`src/rtl/sisc_fetch_unit.sv`:
```
// ---------------------------------------------------------------------------
// sisc_fetch_unit
//
// Instruction fetch unit for the SISC processor.
// It holds the program counter and issues one read per instruction to the
// instruction memory. It waits out the memory's read latency and then
// captures the returned word into a registered instruction register. The
// control unit takes that word through a valid/ready handshake. A handshake
// with a taken branch redirects the PC. A consumed HALT instruction stops
// fetching until reset.
//
// Parameters:
//   INSTR_W  instruction width; opcode is ir[INSTR_W-1 -: 4]
//   PC_W     program counter / instruction address width
//   MEM_LAT  instruction-memory read latency in cycles (1..4)
//   HALT_OP  opcode value that halts fetching
//
// Ports:
//   clk        in   clock, rising edge
//   rst        in   synchronous reset, active high
//   im_rd      out  read strobe, one cycle per fetch (registered)
//   im_addr    out  read address, direct copy of pc
//   im_data    in   read data, valid MEM_LAT cycles after the im_rd cycle
//   ir         out  registered instruction
//   ir_valid   out  ir holds an unconsumed instruction
//   ir_ready   in   control unit accepts ir this cycle
//   br_taken   in   redirect PC (sampled only on a handshake cycle)
//   br_abs     in   1 = absolute target, 0 = PC-relative offset
//   br_target  in   absolute address or two's-complement offset
//   pc         out  address of the next instruction to fetch
//   halted     out  HALT consumed, fetching stopped
//
// Build option:
//   SISC_FETCH_REL_BR_EN  defined: br_abs=0 selects a PC-relative branch.
//                         undefined: every taken branch is absolute and
//                         br_abs is ignored.
// ---------------------------------------------------------------------------
module sisc_fetch_unit #(
  parameter int unsigned INSTR_W = 32,
  parameter int unsigned PC_W    = 16,
  parameter int unsigned MEM_LAT = 1,
  parameter logic [3:0]  HALT_OP = 4'hF
) (
  input  logic               clk,
  input  logic               rst,
  output logic               im_rd,
  output logic [PC_W-1:0]    im_addr,
  input  logic [INSTR_W-1:0] im_data,
  output logic [INSTR_W-1:0] ir,
  output logic               ir_valid,
  input  logic               ir_ready,
  input  logic               br_taken,
  input  logic               br_abs,
  input  logic [PC_W-1:0]    br_target,
  output logic [PC_W-1:0]    pc,
  output logic               halted
);

  // A 2-bit counter covers latencies 1..4 (load value 0..3).
  localparam int unsigned    CNT_W    = 2;
  localparam logic [CNT_W-1:0] CNT_LOAD = CNT_W'(MEM_LAT - 1);
  localparam logic [CNT_W-1:0] CNT_ZERO = {CNT_W{1'b0}};
  localparam logic [CNT_W-1:0] CNT_ONE  = {{(CNT_W-1){1'b0}}, 1'b1};
  localparam logic [PC_W-1:0]  PC_ZERO  = {PC_W{1'b0}};
  localparam logic [PC_W-1:0]  PC_ONE   = {{(PC_W-1){1'b0}}, 1'b1};

  typedef enum logic [2:0] {
    ST_IDLE   = 3'd0,
    ST_REQ    = 3'd1,
    ST_WAIT   = 3'd2,
    ST_ISSUE  = 3'd3,
    ST_HALTED = 3'd4
  } state_t;

  state_t             state_r;
  state_t             state_nxt_s;

  logic [PC_W-1:0]    pc_r;
  logic [PC_W-1:0]    pc_nxt_s;
  logic [INSTR_W-1:0] ir_r;
  logic [INSTR_W-1:0] ir_nxt_s;
  logic               ir_valid_r;
  logic               ir_valid_nxt_s;
  logic               im_rd_r;
  logic               im_rd_nxt_s;
  logic               halted_r;
  logic               halted_nxt_s;
  logic [CNT_W-1:0]   cnt_r;
  logic [CNT_W-1:0]   cnt_nxt_s;

  logic [3:0]         opcode_s;
  logic               is_halt_s;
  logic [PC_W-1:0]    br_dest_s;

  assign opcode_s  = ir_r[INSTR_W-1 -: 4];
  assign is_halt_s = (opcode_s == HALT_OP);

`ifdef SISC_FETCH_REL_BR_EN
  // Branch destination: absolute target, or offset added to the already-incremented pc.
  always_comb begin
    br_dest_s = br_target;
    if (br_abs) begin
      br_dest_s = br_target;
    end else begin
      br_dest_s = pc_r + br_target;
    end
  end
`else
  // Every taken branch is absolute in this build, so br_abs has no effect.
  logic unused_br_abs_s;
  assign unused_br_abs_s = br_abs;
  assign br_dest_s       = br_target;
`endif

  // State register.
  always_ff @(posedge clk) begin
    if (rst) begin
      state_r <= ST_IDLE;
    end else begin
      state_r <= state_nxt_s;
    end
  end

  // Next-state logic.
  always_comb begin
    state_nxt_s = state_r;
    case (state_r)
      ST_IDLE: begin
        state_nxt_s = ST_REQ;
      end
      ST_REQ: begin
        state_nxt_s = ST_WAIT;
      end
      ST_WAIT: begin
        if (cnt_r == CNT_ZERO) begin
          state_nxt_s = ST_ISSUE;
        end else begin
          state_nxt_s = ST_WAIT;
        end
      end
      ST_ISSUE: begin
        if (ir_ready) begin
          if (is_halt_s) begin
            state_nxt_s = ST_HALTED;
          end else begin
            state_nxt_s = ST_REQ;
          end
        end else begin
          state_nxt_s = ST_ISSUE;
        end
      end
      ST_HALTED: begin
        state_nxt_s = ST_HALTED;
      end
      default: begin
        state_nxt_s = ST_IDLE;
      end
    endcase
  end

  // Output/datapath logic: next values of the registered outputs and the latency counter.
  always_comb begin
    pc_nxt_s       = pc_r;
    ir_nxt_s       = ir_r;
    ir_valid_nxt_s = ir_valid_r;
    cnt_nxt_s      = cnt_r;
    case (state_r)
      ST_IDLE: begin
        cnt_nxt_s = CNT_ZERO;
      end
      ST_REQ: begin
        cnt_nxt_s = CNT_LOAD;
      end
      ST_WAIT: begin
        if (cnt_r == CNT_ZERO) begin
          ir_nxt_s       = im_data;
          ir_valid_nxt_s = 1'b1;
          pc_nxt_s       = pc_r + PC_ONE;
        end else begin
          cnt_nxt_s = cnt_r - CNT_ONE;
        end
      end
      ST_ISSUE: begin
        if (ir_ready) begin
          ir_valid_nxt_s = 1'b0;
          // A HALT never redirects, so pc keeps pointing past it.
          if (br_taken && !is_halt_s) begin
            pc_nxt_s = br_dest_s;
          end else begin
            pc_nxt_s = pc_r;
          end
        end else begin
          ir_valid_nxt_s = ir_valid_r;
        end
      end
      ST_HALTED: begin
        ir_valid_nxt_s = 1'b0;
      end
      default: begin
        pc_nxt_s       = PC_ZERO;
        ir_nxt_s       = {INSTR_W{1'b0}};
        ir_valid_nxt_s = 1'b0;
        cnt_nxt_s      = CNT_ZERO;
      end
    endcase
    // Strobe and halted flag are registered copies of the upcoming state.
    im_rd_nxt_s  = (state_nxt_s == ST_REQ);
    halted_nxt_s = (state_nxt_s == ST_HALTED);
  end

  // Datapath and output registers.
  always_ff @(posedge clk) begin
    if (rst) begin
      pc_r       <= PC_ZERO;
      ir_r       <= {INSTR_W{1'b0}};
      ir_valid_r <= 1'b0;
      im_rd_r    <= 1'b0;
      halted_r   <= 1'b0;
      cnt_r      <= CNT_ZERO;
    end else begin
      pc_r       <= pc_nxt_s;
      ir_r       <= ir_nxt_s;
      ir_valid_r <= ir_valid_nxt_s;
      im_rd_r    <= im_rd_nxt_s;
      halted_r   <= halted_nxt_s;
      cnt_r      <= cnt_nxt_s;
    end
  end

  assign pc       = pc_r;
  assign im_addr  = pc_r;
  assign ir       = ir_r;
  assign ir_valid = ir_valid_r;
  assign im_rd    = im_rd_r;
  assign halted   = halted_r;

endmodule

```
`config.mk`:
```
export PLATFORM = sky130hd
export DESIGN_NAME = sisc_fetch_unit
export DESIGN_NICKNAME = d
export VERILOG_FILES = /design/src/rtl/sisc_fetch_unit.sv
export SDC_FILE = /design/constraint.sdc
export NUM_CORES = 1
export LEC_CHECK = 0
export ABC_AREA = 1
export CAP_MARGIN = 15
export CORE_MARGIN = 10
export CORE_UTILIZATION = 48
export DETAILED_ROUTE_END_ITERATION = 6
export PLACE_DENSITY = 0.91
export SYNTH_ARGS = -nofsm -noshare
export SYNTH_HDL_FRONTEND = slang
export SYNTH_SLANG_ARGS = --single-unit
export TNS_END_PERCENT = 100
```
`constraint.sdc`:
```
create_clock -name clk -period 4.4 [get_ports clk]
set_input_delay 1.1 -clock clk [delete_from_list [all_inputs] [get_ports clk]]
set_output_delay 1.1 -clock clk [all_outputs]
set_load 0.005 [all_outputs]
```
==> results.cfg, run 1 <==
[floorplan]
row_count = 29
pin_count = 120
die_x_um = 102
core_um2 = 6420
die_y_um = 102
dieArea_um2 = 10300
initial_core_util_pct = 49.8

[timing]
relSlewSlack_pct = 30.6
min_period_over_period_pct = 56.3
max_freq_ghz = 0.404
rsz0062_at_grt = no
skew_ns = 0.00299
setup_violations = 0
fin_crit_ns = 2.48
slew_violations = 0
setup-tns-final_ns = 0
worstMarginPinSlew_ns = 1.04
timing.final.hold_violations = 0
hold_slack_ns = 0.469

[drt]
first_pass_iters = 4
drt_wl_total_mm = 8.57
antenna_left = 0
vias_per_cell = 5.07
avgRoutedWirePerCell_um = 14.5
drt-initial-drc-count = 122
drc = 0
num_vias = 2997

[synth]
synthTopCellsByCount = nand2_1 (103), dfxtp_1 (56), nor2_1 (45)
yosysMostFrequentCell = nand2_1
ys_seq_area_share_pct = 35.0
synth_compound_area_share_pct = 14.3
synthCells = 420
syn_area_um2 = 3200
syn_nets = 475
synth_area_leaders = dfxtp_1 (35%), nand2_1 (12%), nand2_4 (11%), a21oi_2 (8.2%), nor2_1 (5.3%)
synthXorXnorAreaFrac_pct = 0
synth_enable_flop_cells = 0
synth_adder_area_share_pct = 0.782
synthMuxAreaShare_pct = 0
yosys.area.top_type = dfxtp_1
synth.distinct_cells = 31
async_flop_share_pct = 0
avgSynthCellArea_um2 = 7.62
synthSimpleGateAreaFrac_pct = 36.8
ys_ff_latch = 56
ys_warn_count = 0
synth-main-ff-cell = dfxtp_1
synth_top_family_by_area = simple AND/OR/NAND/NOR gates
netlist.area_leader.share_pct = 35.0

[worst_setup_path]
required_ns = 4.63
reg2regPathDepth = 6
critPathMaxFanout = 32
cp.depth = 6
cp-start-kind = flip-flop
cpPeakStageDelay_ns = 0.72
crit_arrival_ns = 2.71
crit_buf_inv = 2
worstPathCellList = inv_2 > nor3_2 > nand2_1 > inv_2 > nand2_1 > a21oi_2
slowest_stage = nor3_2
critPathKind = flip-flop to flip-flop
crit_path_end_kind = flip-flop
timing.critical_path.max_delay_family = simple AND/OR/NAND/NOR gates

[place]
gp_congestion = 0.886
numPortBuffers = 118
dp_cells = 584
dp_hpwl_mm = 6.74
placed_area_um2 = 4220

[cts]
clk_pin_slew_worst_paths_ns = 0.09
clk_latency_ns = 0.29
cts_buffers = 5
post_cts_buffers = 0
postCtsHoldBufs = 0
clock_sinks = 56
cts_resized = 0
htreeDepth = 2
cts_tree = done
clockRootBuffer = clkbuf_8
cts_max_path_buffers = 2

[final_layout]
area_delta_synth_final_pct = 35.9
drive_gt1_share_pct = 16.5
register_area_um2 = 1120
diodes = 0
final_area_um2 = 4350
nets = 569
multi_input_area_um2 = 1660
fill_cells = 514
fin_cells = 591

[global_routing]
grt_overflow_total = 0
grt_pass1_vias = 3002
grt_antenna_before_repair = 0
grt_first_pass_wirelength_mm = 14.0
grt_max_degree = 43
grt_usage_pct = 16.4

[power]
peakVddDrop_v = 0.000204
cellPowerDensity_nw_per_um2 = 400
combPwrFrac_pct = 39.1
pwr-share-seq_pct = 39.0
switching_share_pct = 34.2
power_mw = 1.74
p_leak_nw = 1.74
intPower_mw = 1.15
p_clk_share_pct = 21.9
p_sw_mw = 0.594

[hold_path]
holdCritPathClass = flip-flop to flip-flop
whs_path_depth = 2

[outcome]
status = complete, no violations

[run]
drv_cap = 0
worst min-delay path: stages (launching register included):
cell and delay, ns:
dfxtp_1 0.32, nand2_1 0.06, a21oi_1 0.05
final cells by class:
cell class,count,share of cell area [%]
Clock inverter,2,1.38
Inverter,40,3.45
Clock buffer,5,1.58
Sequential cell,56,25.8
Tap cell,77,2.22
Multi-Input combinational cell,291,38.2
Timing Repair Buffer,120,27.4
worst paths after layout:
| path | startpoint | end | slack (ns) |
|---|---|---|---|
| worst min-delay path | cnt_r[1] | cnt_r[1] | 0.47 |
| worst max register to register | state_r[1] | ir[22] | 1.92 |
| worst min register to register | cnt_r[1] | cnt_r[1] | 0.47 |
| worst max-delay path | state_r[1] | ir[22] | 1.92 |
layout by cell type (no fill, tap or decap):
cell type          n
ha_1               2
o21ai_0           12
buf_4              2
clkdlybuf4s50_1  117
or2_0              1
o21ai_1            2
clkbuf_8           5
or2_2              2
nand3_4            2
inv_2              6
o2bb2ai_1          1
dfxtp_1           56
nor3_2             1
nand4_1            5
nor3_1             3
nand2_1          103
a211oi_1           2
buf_2              1
bufinv_16          2
nand2_4           30
a21oi_1           19
a21oi_2           30
nor2_4             3
a22oi_1            1
and2_1             3
nand3_1           23
nand2_2            1
nor2_1            45
inv_1             34
per-stage QoR:
stage | util, % | setup slack [ns]
after floorplan | - | 2.50
after global placement | 65.7 | 1.67
after detailed placement | 65.7 | 1.65
after CTS | 67.7 | 1.90
after global routing | 67.7 | 1.68
final | 67.7 | 1.92
registers in the layout, summed over array words and instances (netlist names):
register and flops:
cnt_r 2, im_addr 16, im_rd 1, state_r 3, ir 32, ir_valid 1
halted 1
power groups by stage:
stage	clock network, mW	logic (mW)	registers, mW
after floorplan	0	0.464	0.676
after global placement	0	0.667	0.684
after detailed placement	0	0.686	0.690
after CTS	0.392	0.688	0.679
after global routing	0.412	0.754	0.693
final	0.381	0.680	0.679
routing by layer:
layer / routed length [um] / vias up / global-route usage (%)
met2: 4070 / 133 / 27.7
li1: - / 1500 / -
met5: 0 / - / 0
met1: 3150 / 1354 / 17.1
met3: 1220 / 10 / 9.46
met4: 119 / 0 / 4.62
cell families after synthesis:
| logic type | after synthesis |
|---|---|
| and+or+nand+nor | 222 |
| buffers and inverters | 73 |
| AOI/OAI and AO/OA | 67 |
| DFF | 56 |
| adders and majority gates | 2 |
Note: power is estimated with default switching activity, not from simulation.
==> run 2: changes to the inputs <==
- CORE_UTILIZATION: 48 -> 45
- PLACE_DENSITY: 0.91 -> 0.86
- clock period: 4.4 -> 2.4 ns (I/O delays scaled with it)
==> run 2 against run 1 <==
- sequential power increased by 83%
- non-clock buffer count is 3 higher
- core utilization down 4.0 points
- die area is 5.3% higher
- critical endpoint is now im_addr[0]
==> results.cfg, run 2 (synthesis results as in run 1) <==
[outcome]
status = complete, no violations

[cts]
clock_sinks = 56
cts_tree = done
clk_latency_ns = 0.31
clockRootBuffer = clkbuf_8
cts_max_path_buffers = 2
cts_resized = 0
cts_buffers = 5
post_cts_buffers = 0
htreeDepth = 2
clk_pin_slew_worst_paths_ns = 0.11
postCtsHoldBufs = 0

[global_routing]
grt_pass1_vias = 2995
grt_first_pass_wirelength_mm = 14.5
grt_overflow_total = 0
grt_usage_pct = 15.6
grt_max_degree = 33
grt_antenna_before_repair = 0

[worst_setup_path]
reg2reg_slack_ns = 0.60
crit_arrival_ns = 1.34
reg2reg_from = state_r[1]
reg2reg_to = ir[1]
reg2regPathDepth = 6
cp-start-kind = flip-flop
crit_buf_inv = 1
critPathMaxFanout = 7
cpPeakStageDelay_ns = 0.56
crit_path_end_kind = output pin
required_ns = 1.80
critPathKind = flip-flop to output pin
timing.critical_path.max_delay_family = buffers and inverters
worstPathCellList = clkdlybuf4s50_1
slowest_stage = clkdlybuf4s50_1

[timing]
setup_violations = 0
min_period_over_period_pct = 80.7
timing.final.ws_setup_ns = 0.463
rsz0062_at_grt = no
fin_crit_ns = 1.94
timing.final.hold_violations = 0
slew_violations = 0
max_freq_ghz = 0.516
worstMarginPinSlew_ns = 0.532
skew_ns = 0.0102
setup-tns-final_ns = 0
relSlewSlack_pct = 64.5

[power]
p_leak_nw = 1.74
p_sw_mw = 1.14
peakVddDrop_v = 0.000494
p_clk_share_pct = 18.1
switching_share_pct = 37.1
pwr-share-seq_pct = 40.5
power_mw = 3.07
combPwrFrac_pct = 41.4
cellPowerDensity_nw_per_um2 = 701
intPower_mw = 1.93

[final_layout]
final_common_cell = clkdlybuf4s50_1
drive_gt1_share_pct = 17.2
area_delta_synth_final_pct = 36.7
nets = 572
largest_reg_flops = 32
mostFrequentLayoutCells = clkdlybuf4s50_1 (117), nand2_1 (103), dfxtp_1 (56), nor2_1 (45), inv_1 (34)
diodes = 0
final_util_pct = 63.7
fin_cells = 614

[drt]
drt-initial-drc-count = 155
drc = 0
first_pass_iters = 4
avgRoutedWirePerCell_um = 14.2
drt_wl_total_mm = 8.70
antenna_left = 0
num_vias = 2999
vias_per_cell = 4.88

[floorplan]
row_count = 30
pin_count = 120
core_um2 = 6870
dieArea_um2 = 10900
die_y_um = 104
die_x_um = 104
initial_core_util_pct = 46.6

[hold_path]
holdPathEnd = cnt_r[1]
whs_path_depth = 2
hold_start = cnt_r[1]
holdCritPathClass = flip-flop to flip-flop

[place]
gp_congestion = 0.868
dp_hpwl_mm = 6.83
numPortBuffers = 118
post-place-ws_ns = 0.426
dp_cells = 606

[run]
drv_cap = 0
==> run 2: cell types whose count changed in the layout (fill, tap and decap cells not counted), sizes merged <==
| cell | previous run | this run |
|---|---|---|
| bufinv | 2 | 0 |
| clkinv | 0 | 1 |
| inv | 40 | 42 |
| buf | 3 | 6 |
==> run 2: worst min-delay path: cells and delay by family, from the launching register on <==
| kind | cells | cell delay (ns) |
|---|---|---|
| AO/OA/AOI/OAI | 1 | 0.05 |
| AND/OR/NAND/NOR | 1 | 0.06 |
| flip-flops | 1 | 0.33 |
==> run 2: how the worst max path moves through the flow <==
stage	start	to	slack (ns)	cells after the start
after global placement	ir_ready	im_addr[6]	0.46	7
final	im_addr[0]	im_addr[0]	0.46	1
after CTS	im_addr[0]	im_addr[0]	0.45	1
after detailed placement	br_taken	im_addr[2]	0.43	8
after global routing	im_addr[0]	im_addr[0]	0.41	1
after floorplan	state_r[0]	ir[10]	1.0	8
==> run 2: final cells by class <==
| type | count | area, um2 |
|---|---|---|
| well taps | 96 | 120 |
| fillers | 616 | 2490 |
| multi-input cells | 291 | 1660 |
| flip-flops and latches | 56 | 1120 |
| clock inverters | 3 | 26.3 |
| repair buffers | 123 | 1230 |
| clock buffers | 5 | 68.8 |
| inverters | 40 | 150 |
==> run 2: power by group through the flow <==
stage	Sequential, mW	Clock (mW)	Combinational, mW
2_1_floorplan	1.24	0	0.851
3_3_place_gp	1.26	0	1.26
3_5_place_dp	1.26	0	1.28
4_1_cts	1.24	0.575	1.29
5_1_grt	1.27	0.609	1.40
6_report	1.24	0.554	1.27
==> run 2: stage by stage <==
stage | instance area (um2) | hold slack [ns]
final | 4370 | 0.475
after global routing | 4370 | 0.501
after CTS | 4370 | 0.479
after detailed placement | 4280 | 0.461
after global placement | 4280 | 0.447
after floorplan | 3200 | 0.444
==> run 2: per-layer routing <==
layer | global-route usage, % | share of wire, %
met4 | 4.87 | 1.2
met3 | 7.31 | 10
met5 | 0 | 0
met1 | 17.0 | 40
met2 | 26.3 | 48
==> RTL change (flow settings as in run 2) <==
Build with the macro `SISC_FETCH_REL_BR_EN` defined.
--- a/src/rtl/sisc_fetch_unit.sv
+++ b/src/rtl/sisc_fetch_unit.sv
@@ -35,6 +35,8 @@
 //                         undefined: every taken branch is absolute and
 //                         br_abs is ignored.
 // ---------------------------------------------------------------------------
+`define SISC_FETCH_REL_BR_EN
+
 module sisc_fetch_unit #(
   parameter int unsigned INSTR_W = 32,
   parameter int unsigned PC_W    = 16,
Function: changed (a bounded check fails within 10 cycles, from zero or initial values and one cycle with rst high).
==> RTL change against run 2 <==
Sequential share of layout area shrank 3.2 points. Sequential cell count is the same. Synthesized area grew 15%. Die area grew 12%. Non-clock buffer count grew 17. Maximum frequency shrank 13%. Wire length grew 36%. Critical endpoint is now im_addr[10]. Critical path depth grew 12. Setup slack lost 290 ps. Power shrank 3.3%. Synthesized cell count grew 35%. Clock power shrank 2%. Hold slack lost 0.96 ps. Final area grew 14%.
==> RTL change: results (changes against run 2) <==
stage	metric	value	unit	change
run_status	status	completed		
layout	nonclk buf count	140		+14%
power_and_ir_drop	Sw Ratio	35.8	%	-1.3 points
yosys	synth top area cells	dfxtp_1 (30%), nand2_1 (11%), nor2_1 (9.4%), a21oi_1 (9.0%), o21ai_0 (8.0%)		
global_route	Global Route met1 Usage	22.3	%	+5.3 points
worst_setup_path	Reg2Reg Capture Point	im_addr[12]		
layout	fillers	729		+18%
yosys	Yosys cell types	36		+16%
layout	Clock Network Area Fraction	1.95	%	-0.22 points
global_route	total track usage	19.4	%	+3.8 points
worst_setup_path	WP data arrival	2430	ps	+1090 ps
yosys	register area share after synthesis	30.5	%	-4.5 points
floorplanning	Rows	32		+6.7%
layout	synthesis-to-finish area growth	36.0	%	
layout	Logic inverters	54		+35%
place	DP HPWL	9.23	mm	+35%
layout	Final nets	747		+31%
place	Post-Place Cell Area	4900	um^2	+15%
drt	number of detailed-route iterations in the first pass	7		+3
worst_setup_path	RR Startpoint	im_addr[1]		
drt	WL met3	1.53	mm	+69%
place	placed cells	771		+27%
layout	Non-clock buffering overhead	27.0	%	-1.1 points
power_and_ir_drop	Leak	2.20	nW	+26%
clocking	Worst-Skew Late Latency	310	ps	about the same
power_and_ir_drop	Flop pwr share	39.7	%	-0.8 points
sta	hold_ws	474	ps	-0.959 ps
yosys	commonest cells in the netlist	nand2_1 (104), nor2_1 (92), a21oi_1 (66)		
global_route	met2 GRT Util	32.6	%	+6.3 points
global_route	vias in the first global route	3994		+33%
drt	WL met1	4.76	mm	+37%
global_route	GR met3 Demand/Resource	8.71	%	+1.4 points
yosys	Post-Synthesis Cells	569		+35%
worst_setup_path	slack of the worst reg-to-reg path	410	ps	-190 ps
yosys	syn_nets	640		+35%
sta	Clock Skew	5.00	ps	-5.22 ps
layout	share of layout cells above drive strength 1	6.35	%	-11 points
global_route	first-pass GRT wire length	19.3	mm	+33%
worst_setup_path	R2R depth	9		+3
drt	Avg WL per Cell	15.2	um	+7.4%
drt	met2 wire length	5.45	mm	+29%
worst_setup_path	worst setup path endpoint	im_addr[10]		
hold_path	hold endpoint	ir_valid		
place	pre-CTS worst setup slack	-190	ps	-616 ps
power_and_ir_drop	Clock Power Share	18.4	%	+0.3 points
hold_path	Hold Path Origin	ir_valid		
worst_setup_path	launch point of the worst path	br_target[0]		
power_and_ir_drop	VDD IR-drop max	0.000492	V	-0.51%
drt	DRT iter0 DRCs	228		+47%
power_and_ir_drop	sequential power	0.00118	W	-5%
-- RTL change: changes by cell type after synthesis, sizes merged, moves of 7 or more --
| cell | run 2 | this run |
|---|---|---|
| xor2 | 0 | 7 |
| a21oi | 49 | 66 |
| nor2 | 48 | 93 |
| clkbuf | 5 | 12 |
| nand2 | 134 | 105 |
| o21ai | 14 | 71 |
| ha | 2 | 17 |
| inv | 40 | 53 |
-- RTL change: logic make-up (layout without fill, tap and decap cells) --
kind of cell	count (synthesis)	in the layout	share of synthesized area, %
adders and majority gates	18	18	6.33
xor gates and xnor gates	8	8	1.91
and+or+nand+nor	238	238	26.6
buffers and inverters	94	202	12.4
AOI/OAI and AO/OA	155	155	22.3
DFF	56	56	30.5
-- RTL change: critical path: cells and delay by family --
kind | cells | cell delay, ps
buffers and inverters | 1 | 420
AO/OA/AOI/OAI | 1 | 50
adder cells (fa/ha/maj) | 2 | 610
AND/OR/NAND/NOR | 9 | 750
